$ cat src/rtl/muldiv_pkg.sv
// Shared definitions for the multiply/divide sequencer:
// op encodings, FSM state type and default datapath width.
package muldiv_pkg;

  localparam int DEFAULT_WIDTH = 32;

  localparam logic [1:0] OP_MULT  = 2'b00;
  localparam logic [1:0] OP_MULTU = 2'b01;
  localparam logic [1:0] OP_DIV   = 2'b10;
  localparam logic [1:0] OP_DIVU  = 2'b11;

  typedef enum logic [1:0] {
    S_IDLE = 2'd0,
    S_RUN  = 2'd1,
    S_FIX  = 2'd2
  } state_e;

endpackage

$ cat src/rtl/muldiv_step.sv
// One iteration of either the shift-add multiply or the
// restoring divide, on a {hi, lo} style double-width accumulator.
module muldiv_step #(
  parameter int WIDTH = 32
) (
  input  logic [2*WIDTH-1:0] acc,
  input  logic [WIDTH-1:0]   opnd,
  input  logic               is_div,
  output logic [2*WIDTH-1:0] acc_next
);

  logic [WIDTH:0] sum;
  logic [WIDTH:0] trial;
  logic [WIDTH:0] diff;
  logic           ge;

  // Multiply adds into the upper half then shifts right;
  // divide shifts {rem, quot} left and subtracts when it fits.
  always_comb begin
    sum   = {1'b0, acc[2*WIDTH-1:WIDTH]}
          + (acc[0] ? {1'b0, opnd} : '0);
    trial = {acc[2*WIDTH-1:WIDTH], acc[WIDTH-1]};
    ge    = trial >= {1'b0, opnd};
    diff  = ge ? trial - {1'b0, opnd} : trial;
    if (is_div) begin
      acc_next = {diff[WIDTH-1:0], acc[WIDTH-2:0], ge};
    end else begin
      acc_next = {sum, acc[WIDTH-1:1]};
    end
  end

endmodule

$ cat src/rtl/muldiv_sequencer.sv
// Multi-cycle MULT/MULTU/DIV/DIVU sequencer owning HI/LO.
// Generates the EX stall while an operation is in flight.
module muldiv_sequencer
  import muldiv_pkg::*;
#(
  parameter int WIDTH = DEFAULT_WIDTH
) (
  input  logic             clk,
  input  logic             reset,
  input  logic             start,
  input  logic [1:0]       op,
  input  logic [WIDTH-1:0] rs_val,
  input  logic [WIDTH-1:0] rt_val,
  input  logic             hilo_rd,
  input  logic             flush,
  output logic             busy,
  output logic             stall,
  output logic             done,
  output logic [WIDTH-1:0] hi,
  output logic [WIDTH-1:0] lo
);

  state_e             state_q, state_d;
  logic [4:0]         cnt_q, cnt_d;
  logic [1:0]         op_q, op_d;
  logic [2*WIDTH-1:0] acc_q, acc_d;
  logic [WIDTH-1:0]   opnd_q, opnd_d;
  logic               neg_q, neg_d;
  logic               rneg_q, rneg_d;
  logic               dz_q, dz_d;
  logic [WIDTH-1:0]   hi_q, hi_d;
  logic [WIDTH-1:0]   lo_q, lo_d;
  logic               busy_q, busy_d;
  logic               done_q, done_d;

  logic [2*WIDTH-1:0] step_acc;
  logic               is_sgn;
  logic               rs_neg, rt_neg;
  logic [WIDTH-1:0]   rs_mag, rt_mag;
  logic [2*WIDTH-1:0] prod;
  logic [WIDTH-1:0]   quo, rem;

  muldiv_step #(.WIDTH(WIDTH)) u_step (
    .acc      (acc_q),
    .opnd     (opnd_q),
    .is_div   (op_q[1]),
    .acc_next (step_acc)
  );

  // Operand magnitudes and final sign-corrected results.
  always_comb begin
    is_sgn = ~op[0];
    rs_neg = is_sgn & rs_val[WIDTH-1];
    rt_neg = is_sgn & rt_val[WIDTH-1];
    rs_mag = rs_neg ? -rs_val : rs_val;
    rt_mag = rt_neg ? -rt_val : rt_val;
    prod   = neg_q ? -acc_q : acc_q;
    quo    = neg_q ? -acc_q[WIDTH-1:0] : acc_q[WIDTH-1:0];
    rem    = rneg_q ? -acc_q[2*WIDTH-1:WIDTH]
                    : acc_q[2*WIDTH-1:WIDTH];
  end

  // FSM next-state, datapath loads and HI/LO commit.
  always_comb begin
    state_d = state_q;
    cnt_d   = cnt_q;
    op_d    = op_q;
    acc_d   = acc_q;
    opnd_d  = opnd_q;
    neg_d   = neg_q;
    rneg_d  = rneg_q;
    dz_d    = dz_q;
    hi_d    = hi_q;
    lo_d    = lo_q;
    done_d  = 1'b0;
    unique case (state_q)
      S_IDLE: begin
        if (start && !flush) begin
          state_d = S_RUN;
          cnt_d   = 5'd31;
          op_d    = op;
          neg_d   = rs_neg ^ rt_neg;
          rneg_d  = rs_neg;
          dz_d    = op[1] && (rt_val == '0);
          if (op[1]) begin
            acc_d  = {{WIDTH{1'b0}}, rs_mag};
            opnd_d = rt_mag;
          end else begin
            acc_d  = {{WIDTH{1'b0}}, rt_mag};
            opnd_d = rs_mag;
          end
        end
      end
      S_RUN: begin
        acc_d = step_acc;
        if (cnt_q == 5'd0) begin
          state_d = S_FIX;
        end else begin
          cnt_d = cnt_q - 5'd1;
        end
      end
      S_FIX: begin
        state_d = S_IDLE;
        done_d  = 1'b1;
        if (op_q[1]) begin
          hi_d = rem;
          lo_d = dz_q ? {WIDTH{1'b1}} : quo;
        end else begin
          hi_d = prod[2*WIDTH-1:WIDTH];
          lo_d = prod[WIDTH-1:0];
        end
      end
      default: state_d = S_IDLE;
    endcase
    if (flush) begin
      state_d = S_IDLE;
      done_d  = 1'b0;
      hi_d    = hi_q;
      lo_d    = lo_q;
    end
    busy_d = (state_d != S_IDLE);
  end

  // State and datapath registers.
  always_ff @(posedge clk or posedge reset) begin
    if (reset) begin
      state_q <= S_IDLE;
      cnt_q   <= '0;
      op_q    <= '0;
      acc_q   <= '0;
      opnd_q  <= '0;
      neg_q   <= 1'b0;
      rneg_q  <= 1'b0;
      dz_q    <= 1'b0;
      hi_q    <= '0;
      lo_q    <= '0;
      busy_q  <= 1'b0;
      done_q  <= 1'b0;
    end else begin
      state_q <= state_d;
      cnt_q   <= cnt_d;
      op_q    <= op_d;
      acc_q   <= acc_d;
      opnd_q  <= opnd_d;
      neg_q   <= neg_d;
      rneg_q  <= rneg_d;
      dz_q    <= dz_d;
      hi_q    <= hi_d;
      lo_q    <= lo_d;
      busy_q  <= busy_d;
      done_q  <= done_d;
    end
  end

  assign busy  = busy_q;
  assign done  = done_q;
  assign hi    = hi_q;
  assign lo    = lo_q;
  assign stall = busy_q & (hilo_rd | start);

endmodule

$ cat config.mk
export PLATFORM = sky130hd
export DESIGN_NAME = muldiv_sequencer
export DESIGN_NICKNAME = d
export VERILOG_FILES = /design/src/rtl/muldiv_pkg.sv /design/src/rtl/muldiv_step.sv /design/src/rtl/muldiv_sequencer.sv
export SDC_FILE = /design/constraint.sdc
export NUM_CORES = 1
export LEC_CHECK = 0
export BUFFER_PORTS_ARGS = -buffer_cell sky130_fd_sc_hd__buf_2
export CAP_MARGIN = 0
export CORE_MARGIN = 2
export CORE_UTILIZATION = 55
export CTS_CLUSTER_SIZE = 28
export DETAILED_ROUTE_END_ITERATION = 6
export PLACE_DENSITY = 0.78
export SYNTH_ARGS = -nofsm -noshare
export SYNTH_HDL_FRONTEND = slang
export SYNTH_HIERARCHICAL = 1
export SYNTH_SLANG_ARGS = --single-unit
export TNS_END_PERCENT = 1
$ cat constraint.sdc
create_clock -name clk -period 5.7 [get_ports clk]
set_input_delay 0.855 -clock clk [delete_from_list [all_inputs] [get_ports clk]]
set_output_delay 0.855 -clock clk [all_outputs]
set_load 0.02 [all_outputs]
==> out/metrics.json <==
{
  "global_routing": {
    "first_global_vias": 13360,
    "grt_start_max_net_pins": 70,
    "grt_util_overall_pct": 32.39,
    "antenna_violations_before_repair": 0,
    "grt_first_pass_wirelength_um": 72370,
    "gr-total-overflow": 0
  },
  "detailed_routing": {
    "detail_route.wl_per_cell_um": 20.66,
    "detailroute.via_count": 14670,
    "wl_um": 46380,
    "drt_iter0_markers": 1606,
    "pre_antenna_drt_iters": 6,
    "drc_errors": 0,
    "detail_route.vias_per_cell": 6.536,
    "ant_nets": 0
  },
  "setup_path": {
    "r2r_slack_ps": 1590,
    "worst_path_largest_cell_delay_ps": 600,
    "crit_fanout": 15,
    "worst_setup_path_start_kind": "flop",
    "crit_path_frequent_cell": "nor2_1",
    "critical_path_arrival_ps": 4360,
    "required_time_at_the_endpoint_of_the_critical_path_ps": 5940,
    "worst-path-buf-inv": 0,
    "path_cells": "ha_1, nor2b_1, o31a_1, o31ai_1, o21a_1, o21ai_1, nand3_1, nand2_1, nor2_1, nor2_1, o211ai_1, o21ai_0",
    "cpMaxStageDelayCell": "dfrtp_1",
    "timing_worst_setup_path_type": "flop to flop",
    "timing.critical_path.max_delay_family": "compound AO/OA/AOI/OAI gates",
    "timing.critical_path.to_type": "flop"
  },
  "logic_synthesis": {
    "synthDistinctLibCells": 85,
    "syn_nets": 1964,
    "synthesis.area_mm2": 0.01473,
    "synth_seq_cells": 173,
    "synth_sequential_area_ratio_pct": 29.39,
    "syn_avg_cell_area_um2": 8.085,
    "count_of_synthesis_stage_warnings_from_yosys": 6,
    "synthArstFlopShare_pct": 100.0,
    "postSynthCellCount": 1822,
    "netlist_top_cells_area": "dfrtp_1 29%, ha_1 5.9%, a21oi_1 5.5%, xnor2_1 4.9%, xor2_1 4.9%",
    "synthDominantAreaCellType": "dfrtp_1",
    "post-synth-top-area-fraction_pct": 29.39,
    "synth_flop_cell": "dfrtp_1",
    "synth_edf_count": 0
  },
  "die": {
    "die_h_um": 167.7,
    "ioPinCount": 138,
    "die_area_mm2": 0.02811,
    "design.core.area_mm2": 0.02621,
    "core_rows": 59,
    "die_width_um": 167.7,
    "initial_utilization_pct": 56.21
  },
  "sta": {
    "timing.slew.headroom_pct": 34.01,
    "timing_worst_slew_pin_value_ps": 986.2,
    "finClkSkew_ps": 13.61,
    "finalHoldViolCount": 0,
    "final-setup-viol-count": 0,
    "drv_slew": 0,
    "unrepaired_setup_endpoints_after_global_routing": "false",
    "finalSetupTns_ps": 0,
    "fmaxAchievable_mhz": 243.2,
    "final_period_minus_worst_setup_slack_ps": 4112,
    "final_critical_path_share_of_the_clock_period_pct": 72.14
  },
  "pwr": {
    "leakagePower_nw": 7.448,
    "vdd.ir_drop.worst_mv": 0.2650,
    "finalPower_mw": 7.970,
    "power_density_mw_per_mm2": 490.9
  },
  "clock_network": {
    "source_to_sink_clock_delay_at_the_later_pin_of_the_worst_skew_pair_ps": 450,
    "ctsHoldBuffers": 0,
    "clock_tree_from_tritoncts": "built",
    "post-cts-setup-buffer-count": 0,
    "cts_max_path_buffers": 2,
    "htreeDepth": 4,
    "cts.root.buffer_cell": "clkbuf_16",
    "cts.reportedPaths.clkPinSlew_ps": 80,
    "cts-buffers-inserted": 17,
    "ctsResizeCount": 0,
    "numClockSinks": 173
  },
  "run": {
    "cap_violations": 0
  },
  "final_layout": {
    "post_route_design_area_mm2": 0.01624,
    "mostFrequentLayoutCell": "dfrtp_1",
    "area.growth.synth_to_final_pct": 10.22,
    "final_core_area_utilization_pct": 61.95,
    "num-nets-final": 2038,
    "final_cell_mix": "172 x dfrtp_1, 162 x a21oi_1, 155 x nor2_1",
    "final_layout_size_suffix_gt1_share_pct": 13.83
  },
  "placed_design": {
    "io_buffer_count": 137,
    "dpl-instance-area_mm2": 0.01560,
    "place_congestion": 0.9843,
    "detailedPlacementHpwl_um": 34750
  },
  "status": {
    "status": "finished clean"
  },
  "worst_hold_path": {
    "min-delay-path-class": "primary input to asynchronous set/reset pin"
  }
}
## power by group
| group | leakage (nW) | internal (mW) | switching, mW |
|---|---|---|---|
| clock network | 0.303 | 0.610 | 0.632 |
| registers | 2.24 | 1.48 | 0.659 |
| logic | 4.91 | 1.93 | 2.66 |
## worst reg2reg max path, cell delays in order (launching register included)
cell      delay [ps]
dfrtp_1          600
ha_1             320
nor2b_1          150
o31a_1           290
o31ai_1          400
o21a_1           300
o21ai_1          160
nand3_1          240
nand2_1          500
nor2_1           490
nor2_1            90
o211ai_1         170
o21ai_0          210
## layer usage
metal / part of all wire, % / vias to the layer above / GRT usage [%] / wire (µm)
met5: 0 / - / 0 / 0
met4: 4.3 / 0 / 14.03 / 2014
met3: 9.6 / 122 / 6.972 / 4465
met2: 43 / 750 / 48.64 / 20090
met1: 43 / 6969 / 45.10 / 19810
li1: - / 6833 / - / -
## final timing paths
kind | cells after the start | end | startpoint
setup / recovery | 12 | acc_q[0]$_DFFE_PP0P_ | acc_q[32]$_DFFE_PP0P_
hold / removal | 2 | lo[13]$_DFFE_PP0P_ | reset
setup reg to reg | 12 | acc_q[0]$_DFFE_PP0P_ | acc_q[32]$_DFFE_PP0P_
hold reg to reg | 2 | hi[21]$_DFFE_PP0P_ | hi[21]$_DFFE_PP0P_
max in group asynchronous | 3 | acc_q[49]$_DFFE_PP0P_ | reset
min in group clk | 2 | hi[21]$_DFFE_PP0P_ | hi[21]$_DFFE_PP0P_
## stage by stage
stage	cells	hold slack, ps	setup WS, ps
after floorplan	1822	450.1	156.5
after global placement	2212	456.0	1776
after detailed placement	2212	466.9	1715
after CTS	2244	486.4	1695
after global routing	2244	499.6	1388
final	2245	457.8	1588
## sequential cells by signal, summed over array words and instances, names as in the netlist
name and flops:
acc_q 64, hi 32, lo 32, opnd_q 32, cnt_q 5, state_q 2, busy 1, done 1
dz_q 1, neg_q 1, op_q 1, rneg_q 1
## synthesized netlist by cell type, drive strengths merged, types with 5 or more instances
cell type	n
a211oi	12
nand2b	14
a31o	7
ha	69
o21ai	150
a22oi	18
clkbuf	86
nor4	27
a31oi	29
mux2i	28
o22ai	7
or2	7
inv	76
nand2	156
nand3	31
nor2b	15
dfrtp	173
o21a	14
xnor2	82
o31a	5
buf	13
o211ai	13
xor2	82
o221ai	20
a21oi	163
a21o	45
and3	10
a221oi	9
a22o	33
nor2	155
a221o	6
or3	21
o31ai	19
or4	15
nand4	18
o41ai	11
and2	41
mux2	32
nor3	49
o21bai	8
## final cells by class
| cell class | count | area, µm² |
|---|---|---|
| Clock inverter | 15 | 209.0 |
| Fill cell | 2307 | 9971 |
| Clock buffer | 17 | 425.4 |
| Antenna cell | 1 | 2.502 |
| Timing Repair Buffer | 154 | 813.3 |
| Sequential cell | 173 | 4333 |
| Tap cell | 335 | 419.2 |
| Inverter | 76 | 290.3 |
| Multi-Input combinational cell | 1474 | 9743 |
## kinds of logic (layout without fill, tap and decap cells)
family | count (synthesis) | in the layout | synth area share [%]
simple gates | 580 | 580 | 19.40
mux | 60 | 60 | 4.349
flops | 173 | 173 | 29.39
fa+ha+maj | 71 | 71 | 6.133
xor+xnor | 164 | 164 | 9.751
other cells | 0 | 1 | 0
buf+inv | 175 | 262 | 4.578
compound gates | 599 | 599 | 26.40
(Power assumes the default switching activity.)
